## src/rtl/mem_wb_dump.sv

```systemverilog
// MEM/WB snapshot dumper: captures the five MEM/WB latch words on a start request
// and streams them byte by byte (word order ctrl..instr, LSB first) to a UART transmitter.
module mem_wb_dump #(
    parameter int DATA_WIDTH = 32,
    parameter int NB_BYTE    = 8
) (
    input  logic                  clk,
    input  logic                  i_rst_n,
    input  logic                  i_start,
    input  logic [DATA_WIDTH-1:0] i_ctrl,
    input  logic [DATA_WIDTH-1:0] i_pc_next,
    input  logic [DATA_WIDTH-1:0] i_data,
    input  logic [DATA_WIDTH-1:0] i_alu,
    input  logic [DATA_WIDTH-1:0] i_instr,
    output logic [NB_BYTE-1:0]    o_tx_data,
    output logic                  o_tx_start,
    input  logic                  i_tx_done,
    output logic                  o_busy,
    output logic                  o_done
);

    localparam int BPW = DATA_WIDTH / NB_BYTE;
    localparam int BW  = (BPW > 1) ? $clog2(BPW) : 1;
    localparam logic [BW-1:0] BYTE_LAST = BW'(BPW - 1);
    localparam logic [2:0]    WORD_LAST = 3'd4;

    typedef enum logic [1:0] {
        IDLE = 2'd0,
        SEND = 2'd1,
        WAIT = 2'd2,
        DONE = 2'd3
    } state_t;

    // Word 0 (least significant slot) is ctrl, word 4 is instr.
    typedef logic [4:0][DATA_WIDTH-1:0] snap_t;

    function automatic logic [NB_BYTE-1:0] pick_byte(
        input snap_t          snap,
        input logic [2:0]     word_idx,
        input logic [BW-1:0]  byte_idx
    );
        logic [DATA_WIDTH-1:0] w;
        w = snap[word_idx] >> (int'(byte_idx) * NB_BYTE);
        return w[NB_BYTE-1:0];
    endfunction

    state_t              state_r;
    state_t              state_next_s;
    snap_t               snap_r;
    snap_t               snap_next_s;
    logic [2:0]          word_r;
    logic [2:0]          word_next_s;
    logic [BW-1:0]       byte_r;
    logic [BW-1:0]       byte_next_s;
    logic [NB_BYTE-1:0]  tx_data_r;
    logic [NB_BYTE-1:0]  tx_data_next_s;
    logic                tx_start_r;
    logic                busy_r;
    logic                done_r;
    logic                last_byte_s;

    assign last_byte_s = (word_r == WORD_LAST) && (byte_r == BYTE_LAST);

    // Next-state, counter and snapshot logic.
    always_comb begin
        state_next_s = state_r;
        word_next_s  = word_r;
        byte_next_s  = byte_r;
        snap_next_s  = snap_r;
        case (state_r)
            IDLE: begin
                if (i_start) begin
                    snap_next_s  = {i_instr, i_alu, i_data, i_pc_next, i_ctrl};
                    word_next_s  = 3'd0;
                    byte_next_s  = {BW{1'b0}};
                    state_next_s = SEND;
                end else begin
                    state_next_s = IDLE;
                end
            end
            SEND: begin
                state_next_s = WAIT;
            end
            WAIT: begin
                if (i_tx_done) begin
                    if (last_byte_s) begin
                        state_next_s = DONE;
                    end else begin
                        state_next_s = SEND;
                        if (byte_r == BYTE_LAST) begin
                            byte_next_s = {BW{1'b0}};
                            word_next_s = word_r + 3'd1;
                        end else begin
                            byte_next_s = byte_r + BW'(1);
                        end
                    end
                end else begin
                    state_next_s = WAIT;
                end
            end
            DONE: begin
                state_next_s = IDLE;
            end
            default: begin
                state_next_s = IDLE;
            end
        endcase
    end

    // Outgoing byte is loaded on entry to SEND and held until the next SEND.
    always_comb begin
        tx_data_next_s = tx_data_r;
        if (state_next_s == SEND) begin
            tx_data_next_s = pick_byte(snap_next_s, word_next_s, byte_next_s);
        end else begin
            tx_data_next_s = tx_data_r;
        end
    end

    // State, snapshot and registered outputs.
    always_ff @(posedge clk or negedge i_rst_n) begin
        if (!i_rst_n) begin
            state_r    <= IDLE;
            snap_r     <= {(5 * DATA_WIDTH){1'b0}};
            word_r     <= 3'd0;
            byte_r     <= {BW{1'b0}};
            tx_data_r  <= {NB_BYTE{1'b0}};
            tx_start_r <= 1'b0;
            busy_r     <= 1'b0;
            done_r     <= 1'b0;
        end else begin
            state_r    <= state_next_s;
            snap_r     <= snap_next_s;
            word_r     <= word_next_s;
            byte_r     <= byte_next_s;
            tx_data_r  <= tx_data_next_s;
            tx_start_r <= (state_next_s == SEND);
            busy_r     <= (state_next_s != IDLE);
            done_r     <= (state_next_s == DONE);
        end
    end

    assign o_tx_data  = tx_data_r;
    assign o_tx_start = tx_start_r;
    assign o_busy     = busy_r;
    assign o_done     = done_r;

endmodule

```

## config.mk

```make
export PLATFORM = sky130hd
export DESIGN_NAME = mem_wb_dump
export DESIGN_NICKNAME = d
export VERILOG_FILES = /design/src/rtl/mem_wb_dump.sv
export SDC_FILE = /design/constraint.sdc
export NUM_CORES = 1
export LEC_CHECK = 0
export BUFFER_PORTS_ARGS = -buffer_cell sky130_fd_sc_hd__buf_2
export CORE_MARGIN = 2
export CORE_UTILIZATION = 45
export CTS_CLUSTER_DIAMETER = 30
export CTS_CLUSTER_SIZE = 10
export DETAILED_ROUTE_END_ITERATION = 12
export MAX_ROUTING_LAYER = met4
export PLACE_DENSITY = 0.77
export SLEW_MARGIN = 20
export SYNTH_ARGS = -nofsm -noshare
export SYNTH_HDL_FRONTEND = slang
export SYNTH_SLANG_ARGS = --single-unit
```

## constraint.sdc

```tcl
create_clock -name clk -period 5.7 [get_ports clk]
set_input_delay 0 -clock clk [delete_from_list [all_inputs] [get_ports clk]]
set_output_delay 0 -clock clk [all_outputs]
set_load 0.02 [all_outputs]
```

Yosys cells after proc, flatten, opt, wreduce, memory -nomap -nowiden
Index checks and enable logic that the tools add are counted.
{"block": "totals", "register_bits": 178, "in_bits": 164, "elab_cells": 44}
{"block": "op_classes", "add_sub_neg": 2, "magnitude_cmp": 1, "n_eq_ne": 7, "n_shift": 1, "mux": 18, "reduce_logical": 3}
{"op": "$mux W160", "count": 2}
{"op": "$bmux W32 S3", "count": 1}
{"op": "$mux W32", "count": 1}
{"op": "$shr A32 B5 Y8", "count": 1}
{"op": "$mux W2", "count": 6}
{"op": "$mux W3", "count": 4}
{"op": "$eq A2 B2 Y1 const B", "count": 4}
{"op": "$pmux W2 S4", "count": 1}
{"op": "$pmux W3 S2", "count": 1}
{"op": "$eq A2 B1 Y1 const B", "count": 2}
{"op": "$lt A3 B4 Y1 const B", "count": 1}
{"op": "$pmux W2 S2", "count": 1}
{"op": "$add A3 B1 Y3 const B", "count": 1}
{"op": "$eq A3 B3 Y1 const B", "count": 1}
{"op": "$add A2 B1 Y2 const B", "count": 1}
{"op": "$logic_not A2 Y1", "count": 1}
{"op": "$reduce_bool A2 Y1", "count": 1}
{"op": "$logic_and A1 B1 Y1", "count": 1}
{"op": "$mux W1", "count": 1}

Depth between registers and ports, before layout
Gate-level depths: netlist of run 1.
{"block": "logic_depth", "word_depth": 8, "ltp_mapped": 12, "mapped_depth_nobuf": 10}

Least setup slack after synthesis of run 1
Ideal clock, no wire load.
{"block": "synth_timing", "path_type": "register -> register", "startpoint": "reg word_r[0]", "endpoint": "reg tx_data_r[5] (netlist: o_tx_data[5])", "t_arrival_ns": 2.402, "required_time_ns": 5.540, "path_slack_ns": 3.138, "path_stages_with_launch": 12, "n_path_buf": 2, "synth_period_minus_slack_ns": 2.562, "cell_sequence": "dfrtp_1 > inv_1 > ha_1 > and3_1 > o211ai_4 > and2_1 > buf_6 > buf_4 > mux2_2 > a22o_1 > a211oi_1 > a211oi_1"}
{"block": "synth_via", "elab_chain_cells": 8}
{"element": "start, declared", "line": "51", "rtl": "logic [2:0] word_r;"}
{"element": "start signal, assigned", "line": "134", "rtl": "word_r <= word_next_s;"}
{"element": "$add A3 B1 Y3 or $eq A3 B3 Y1 (tied branches)", "line": "92, 62"}
{"element": "$mux W3 or $logic_and A1 B1 Y1 (tied branches)", "line": "90, 62"}
{"element": "$mux W3", "line": "86", "rtl": "if (last_byte_s) begin"}
{"element": "$mux W3", "line": "85", "rtl": "if (i_tx_done) begin"}
{"element": "$pmux W3 S2", "line": "70", "rtl": "case (state_r)"}
{"element": "$bmux W32 S3", "line": "43", "rtl": "w = snap[word_idx] >> (int'(byte_idx) * NB_BYTE);"}
{"element": "$mux W32 (not written as such)", "line": "43"}
{"element": "$shr A32 B5 Y8", "line": "43"}
{"element": "end signal, assigned", "line": "127", "rtl": "tx_data_r <= {NB_BYTE{1'b0}};"}
{"element": "end signal, assigned", "line": "136", "rtl": "tx_data_r <= tx_data_next_s;"}
{"element": "end, declared", "line": "55", "rtl": "logic [NB_BYTE-1:0] tx_data_r;"}
Parallel ways exist; a longest one is shown, timed or not. The select of a mux whose other input is x is not followed.
A chain may end at the register's enable or synchronous reset.

Worst setup path in the final report of run 1
{"block": "layout_timing", "startpoint": "reg state_r[1]", "endpoint": "reg tx_data_r[0] (netlist: o_tx_data[0])"}
{"block": "layout_via", "elab_chain_cells": 5}
{"element": "start, declared", "line": "47", "rtl": "state_t state_r;"}
{"element": "start signal, assigned", "line": "132", "rtl": "state_r <= state_next_s;"}
{"element": "$eq A2 B2 Y1 or $logic_not A2 Y1 (tied branches)", "line": "70"}
{"element": "$pmux W3 S2 or $mux W160 (tied branches)", "line": "70"}
{"element": "$bmux W32 S3", "line": "43"}
{"element": "$mux W32 (not written as such)", "line": "43"}
{"element": "$shr A32 B5 Y8", "line": "43"}
Parallel ways exist; a longest one is shown, timed or not. The select of a mux whose other input is x is not followed.

==> metrics.md, run 1 <==
| Metric | Value |
|---|---|
| Run status | `finished, final reports clean` |
| Most frequent cells in the layout | `487 x nand2_1, 178 x dfrtp_1, 173 x buf_2` |
| Layout Area Growth over Synthesis | `37.9%` |
| Clock root cell | `clkbuf_16` |
| Die Y | `approximately 140 um` |
| Leading register cell type out of synthesis | `dfrtp_1` |
| Clock skew after layout | `9.24 ps` |
| Fraction of final layout cells with drive strength greater than 1 | `roughly a fifth` |
| Global-route congestion overflow total | `0` |
| Hold Crit Depth | `4` |
| Share of synthesized registers carrying an async set or reset | `100%` |
| Kind of end point of the critical path | `register` |
| Number of antenna violations at the first check in global routing | `1` |
| Met1 GRT Util | `35.0%` |
| Cts repair resizes | `0` |
| Count of flip-flops with a built-in enable after synthesis | `0` |
| Worst EP arrival | `roughly 4000 ps` |
| # nets final | `~1400` |
| XOR/XNOR share of the synthesized area | `0%` |
| HPWL reported at the end of detailed placement | `around 16000 um` |
| Residual antenna-violating net count after detailed routing | `0` |
| Number of instances in the synthesized netlist | `between 900 and 1000` |
| Wire length of the first global-routing pass | `between 40000 and 50000 um` |
| Port Buffer Count | `174` |
| Boundary pin count | `between 150 and 200` |
| Count of cells along the worst register-to-register path | `8` |
| Fraction of met2 tracks used by global routing | `42.6%` |
| Hold path startpoint | `i_start` |
| CTS Hold Bufs | `~160` |
| Tcrit/Tclk final | `65.6%` |
| Global-route met3 utilization | `slightly below 5%` |
| Count of endpoints failing setup in the final report | `0` |
| Post-Syn Nets | `between 1000 and 1500` |
| Peak supply drop | `~280 uV` |
| Syn. warnings | `0` |
| Largest fanout on the critical path | `90` |
| Multiplexer share of the synthesized area | `9.24%` |
| Post-synthesis average cell area | `9.05 um^2` |
| Worst Hold Path EP | `o_done` |
| GRT Max-Usage Layer | `met2` |
| Via count of the first global-routing pass | `~7800` |
| Average vias per placed instance | `around 5.2` |
| TritonCTS Buffers | `17` |
| Number of setup buffers added after CTS | `0` |
| Timing-limited maximum frequency | `around 270 MHz` |
| TritonCTS Sinks | `about 180` |
| Area of the multi-input gates | `roughly 3600 um^2` |
| Final core occ | `approximately 64%` |
| Dominant combinational cell family by area after synthesis | `simple AND/OR/NAND/NOR gates` |
| Critical path startpoint category | `register` |
| First drt pass iteration count | `5` |
| Pin count of the biggest net entering global routing | `about 110` |
| Via total after detailed routing | `about 7700` |
| Average wire length per cell after detail routing | `~17 um` |
| Synthesized flop and latch total | `178` |
| Total Wirelength | `roughly 25000 um` |
| Count of pins over their slew limit | `0` |
| Max-slew headroom at the worst pin | `approximately a quarter` |
| Total count of hold-check failures in the final report | `0` |
| Total die area | `between 15000 and 20000 um^2` |
| Number of DRC violations after detailed-routing iteration 0 | `about 770` |
| Clock tree from TritonCTS | `built` |
| Flip-flop and latch area | `around 4500 um^2` |
| Setup slack on the worst flop-to-flop path | `1960 ps` |
| Area of the core | `18100 um^2` |
| Initial Util | `a little under half` |
| Fill cell instance count of the final layout | `between 1000 and 1500` |
| Synth Area in Simple Gates | `24.1%` |
| Clock transition at the register clock pins on the worst setup and hold paths after CTS | `approximately 80 ps` |
| Width of the chip | `approximately 140 um` |
| RSZ-0062 raised after global routing | `false` |
| Path type of the worst setup path | `register to register` |
| Worst min path class | `input pin to register` |
| Fin Setup TNS | `0 ps` |
| Insertion delay of the later-clocked pin in the worst-skew pair | `between 400 and 500 ps` |
| Static leakage | `between 0.006 and 0.007 uW` |
| Global placement routability congestion | `0.874` |
| Number of remaining DRC errors | `0` |
| Number of standard-cell rows in the floorplan | `49` |
| Transition at the pin with the smallest max-transition slack | `1110 ps` |
| Leading cell type in the layout, fill and taps excluded | `nand2_1` |
| Power density over the cells | `between 400 and 500 nW/um^2` |
| Post-synthesis instance area | `between 8000 and 9000 um^2` |
| Number of max-capacitance violations reported | `0` |
| Adder and majority gate portion of the synthesized area | `less than 1%` |
| Final Hold Slack | `about 150 ps` |
| Launching point of the worst reg2reg path | `state_r[1]` |
| Final min period | `3740 ps` |
| Worst path required time | `5960 ps` |
| Area fraction in compound gates after synthesis | `roughly 9%` |
| Total Routing Usage GR | `a little over a quarter` |
| H-Tree Level Count | `4` |
| Maximum root-to-sink buffer count | `2` |
| R2r endpoint | `o_tx_data[0]` |
| Number of unique standard cell types used by synthesis | `46` |
| Sequential fraction of the synthesis area | `~53%` |
==> area by class of cell <==
class / instances / area share (%)
Antenna cell: 1 / 0.0217
Clock buffer: 17 / 3.70
Clock inverter: 15 / 1.40
Inverter: 6 / 0.196
Multi-Input combinational cell: 684 / 31.2
Sequential cell: 178 / 38.7
Tap cell: 229 / 2.49
Timing Repair Buffer: 343 / 22.3
==> worst max-delay path, stage by stage (launching register included) <==
cell and delay [ps]:
dfrtp_1 490, or3b_4 800, o211ai_4 310, and2_4 620, buf_12 320, mux2_2 370
a22o_1 230, a211oi_1 310, a211oi_1 90
==> how the worst max path moves through the flow <==
| stage | to | slack, ps | start | depth (start not counted) |
|---|---|---|---|---|
| 2_1_floorplan | o_tx_data[5] | 3140 | word_r[0] | 11 |
| 3_3_place_gp | o_tx_data[1] | 1960 | state_r[1] | 7 |
| 3_5_place_dp | o_tx_data[2] | 1830 | state_r[1] | 8 |
| 4_1_cts | o_tx_data[2] | 1810 | state_r[1] | 8 |
| 5_1_grt | o_tx_data[0] | 1780 | state_r[1] | 8 |
| 6_report | o_tx_data[0] | 1960 | state_r[1] | 8 |
==> cell families after synthesis <==
kind of cell    after synthesis
compound gates               91
fa+ha+maj                     4
buf+inv                      61
flops                       178
mux                          74
simple gates                515
==> through the flow <==
step | power [uW] | setup slack, ps | std cells | cell area (um^2)
global route | 5990 | 1780 | 1473 | 11500
detailed placement | 4320 | 1830 | 1276 | 9270
finish | 5640 | 1960 | 1473 | 11500
global placement | 4250 | 1960 | 1276 | 9270
CTS | 5590 | 1810 | 1471 | 11500
floorplan | 3690 | 3140 | 923 | 8350
==> routing by layer <==
metal,vias to the layer above,part of all wire [%]
met4,0,3.5
met3,62,7.2
met2,364,48
met1,3627,42
li1,3640,-
met5,-,0
==> sequential cells by signal, indices dropped and copies added (netlist names) <==
| register | cells |
|---|---|
| byte_r | 2 |
| o_busy | 1 |
| o_done | 1 |
| o_tx_data | 8 |
| o_tx_start | 1 |
| snap_r | 160 |
| state_r | 2 |
| word_r | 3 |
==> cells in the mapped netlist (2+ instances only) <==
| master | number | area [um^2] |
|---|---|---|
| a211oi_1 | 17 | 128 |
| a21o_1 | 9 | 67.6 |
| a21oi_1 | 3 | 15.0 |
| a221o_1 | 8 | 80.1 |
| a22o_1 | 8 | 70.1 |
| a31o_1 | 8 | 70.1 |
| and2_1 | 3 | 18.8 |
| buf_1 | 17 | 63.8 |
| buf_2 | 3 | 15.0 |
| buf_4 | 2 | 15.0 |
| buf_6 | 6 | 67.6 |
| clkbuf_1 | 25 | 93.8 |
| dfrtp_1 | 178 | 4450 |
| ha_1 | 4 | 50.1 |
| inv_1 | 5 | 18.8 |
| mux2_2 | 25 | 282 |
| mux2i_1 | 49 | 490 |
| nand2_1 | 487 | 1830 |
| nand2b_1 | 4 | 25.0 |
| nand3_1 | 4 | 20.0 |
| nor2_1 | 4 | 15.0 |
| nor3_1 | 2 | 10.0 |
| o211ai_1 | 8 | 60.1 |
| o21bai_1 | 8 | 60.1 |
| o221ai_1 | 8 | 70.1 |
| o32ai_1 | 8 | 70.1 |
==> report_power, final <==
| part | internal, uW | total [uW] | switching, uW |
|---|---|---|---|
| clock network | 625 | 1160 | 538 |
| registers | 1850 | 2120 | 266 |
| logic | 901 | 2360 | 1460 |
Note: power is estimated with default switching activity, not from simulation.
==> inputs of run 2 (changes only) <==
==> constraint.sdc (replaced) <==
create_clock -name clk -period 3.54 [get_ports clk]
set_input_delay 0 -clock clk [delete_from_list [all_inputs] [get_ports clk]]
set_output_delay 0 -clock clk [all_outputs]
set_load 0.02 [all_outputs]
==> run 2 against run 1 <==
Routed wire length decreased by 0.88%. First-iteration DRC count fell by 37%. Via count is 1.2% lower. Register-to-register slack got worse by 1500 ps. Sequential power grew 60%. Clock power increased by 64%. Maximum frequency up 20%. Sequential share of layout area is 0.30 points lower. Worst setup slack got worse by 1500 ps.
==> metrics.md, run 2 (synthesis results as in run 1) <==
| Metric | Value |
|---|---|
| Power density over the cells | `788 nW/um^2 (+61%)` |
| Fraction of final layout cells with drive strength greater than 1 | `20.2% (+0.53 points)` |
| Static leakage | `0.00620 uW (+0.78%)` |
| Number of standard-cell rows in the floorplan | `49 (unchanged)` |
| Number of antenna violations at the first check in global routing | `1 (unchanged)` |
| Boundary pin count | `175 (unchanged)` |
| Max-slew headroom at the worst pin | `35.8% (+9.9 points)` |
| Run status | `finished, final reports clean` |
| Leading cell type in the layout, fill and taps excluded | `nand2_1` |
| Transition at the pin with the smallest max-transition slack | `956 ps (-156 ps)` |
| Hold path startpoint | `i_start` |
| Maximum root-to-sink buffer count | `2 (unchanged)` |
| RSZ-0062 raised after global routing | `false` |
| Timing-limited maximum frequency | `321 MHz (+20%)` |
| Count of endpoints failing setup in the final report | `0 (unchanged)` |
| Global placement routability congestion | `0.952 (+8.9%)` |
| Worst path required time | `3890 ps (-2070 ps)` |
| Final Hold Slack | `145 ps (-1.04 ps)` |
| Most frequent cells in the layout | `487 x nand2_1, 178 x dfrtp_1, 173 x buf_2` |
| HPWL reported at the end of detailed placement | `15800 um (+0.62%)` |
| TritonCTS Sinks | `178 (unchanged)` |
| Initial Util | `46.2% (unchanged)` |
| Clock skew after layout | `13.2 ps (+3.94 ps)` |
| Global-route congestion overflow total | `0 (unchanged)` |
| Worst EP arrival | `3460 ps (-540 ps)` |
| Origin of the worst setup path | `word_r[0]` |
| Tcrit/Tclk final | `87.9% (+22 points)` |
| Path type of the worst setup path | `register to register` |
| Total die area | `19700 um^2 (unchanged)` |
| Via count of the first global-routing pass | `7863 (+1.2%)` |
| Register name with the most flops | `snap_r` |
| TritonCTS Buffers | `17 (unchanged)` |
| Insertion delay of the later-clocked pin in the worst-skew pair | `450 ps (+20 ps)` |
| # nets final | `1405 (+0.50%)` |
| Peak supply drop | `409 uV (+48%)` |
| Total Wirelength | `25100 um (-0.88%)` |
| Layout Area Growth over Synthesis | `38.9%` |
| Port Buffer Count | `174 (unchanged)` |
| Width of the chip | `140 um (unchanged)` |
| Via total after detailed routing | `7602 (-1.2%)` |
| Count of pins over their slew limit | `0 (unchanged)` |
| Number of remaining DRC errors | `0 (unchanged)` |
| Die Y | `140 um (unchanged)` |
| H-Tree Level Count | `4 (unchanged)` |
| Area of the core | `18100 um^2 (unchanged)` |
| Post-layout worst setup margin | `428 ps (-1530 ps)` |
| Worst min path class | `input pin to register` |
| Final min period | `3110 ps (-628 ps)` |
| Largest fanout on the critical path | `11 (-88%)` |
| Clock root cell | `clkbuf_16` |
| Launching point of the worst reg2reg path | `word_r[0]` |
| Number of max-capacitance violations reported | `0 (unchanged)` |
| Average wire length per cell after detail routing | `16.9 um (-1.3%)` |
| Kind of end point of the critical path | `register` |
| Pre-CTS setup slack | `521 ps (-1310 ps)` |
| Total Routing Usage GR | `26.9% (-0.15 points)` |
| Clock transition at the register clock pins on the worst setup and hold paths after CTS | `70 ps (about the same)` |
| Critical path startpoint category | `register` |
| Clock tree from TritonCTS | `built` |
| Fin Setup TNS | `0 ps (unchanged)` |
| Total count of hold-check failures in the final report | `0 (unchanged)` |
| Number of DRC violations after detailed-routing iteration 0 | `485 (-37%)` |
| Number of setup buffers added after CTS | `0 (unchanged)` |
| Average vias per placed instance | `5.14 (-1.7%)` |
| Residual antenna-violating net count after detailed routing | `0 (unchanged)` |
| Pin count of the biggest net entering global routing | `93 (-14%)` |
| First drt pass iteration count | `5 (unchanged)` |
| Max reg flops | `160 (unchanged)` |
| Wire length of the first global-routing pass | `40000 um (-0.70%)` |
run 2: changes by cell type in the layout (fill, tap and decap cells not counted), sizes merged:
cell      change
clkinv        +3
clkinvlp      -1
buf           +7
inv           -2
run 2: layout make-up:
type                    count  area [um^2]
well taps                 229          287
repair buffers            350         2640
diodes                      1         2.50
clock buffers              17          425
fillers                  1374         6480
inverters                   6         22.5
clock inverters            15          168
flip-flops and latches    178         4450
multi-input cells         684         3600
run 2: path summary, 6_finish.rpt:
path                                end  depth (start not counted)  slack (ps)
max                        o_tx_data[3]                         10         430
min                          o_tx_start                          4         150
max reg2reg                o_tx_data[3]                         10         430
min reg2reg                   snap_r[6]                          2         470
max in group asynchronous    snap_r[45]                          3        2370
min in group asynchronous    snap_r[26]                          2         210
run 2: per-layer routing:
| layer | track usage [%] | wire length [um] |
|---|---|---|
| met1 | 33.2 | 10700 |
| met2 | 43.6 | 12200 |
| met3 | 4.85 | 1340 |
| met4 | 11.6 | 864 |
| met5 | - | 0 |
run 2: worst max-delay path: stages (launching register included):
cell      delay, ps
dfrtp_1         410
inv_1            60
ha_1            230
and3_1          270
a221oi_1        480
or2_1           310
inv_1           230
nor3_2          530
a22o_1          260
a211oi_1         60
a211oi_1        180
run 2: what timing repair did:
| item | CTS | global route |
|---|---|---|
| setup endpoints to repair | 0 | 0 |
| hold endpoints to repair | 250 | 0 |
| hold buffers | 163 | 0 |
| gates resized for setup | 0 | 0 |
run 2: through the flow:
stage               area, um^2  instances  power [uW]  util [%]
floorplan                 8350        923        5950         -
global placement          9370       1284        6910      51.8
detailed placement        9370       1284        7010      51.8
CTS                      11600       1479        9070      64.1
global route             11600       1480        9700      64.1
finish                   11600       1480        9140      64.1
run 2: report_power, final:
| part | internal [uW] | switching [uW] |
|---|---|---|
| clock | 1010 | 891 |
| combinational | 1500 | 2340 |
| sequential | 2990 | 414 |
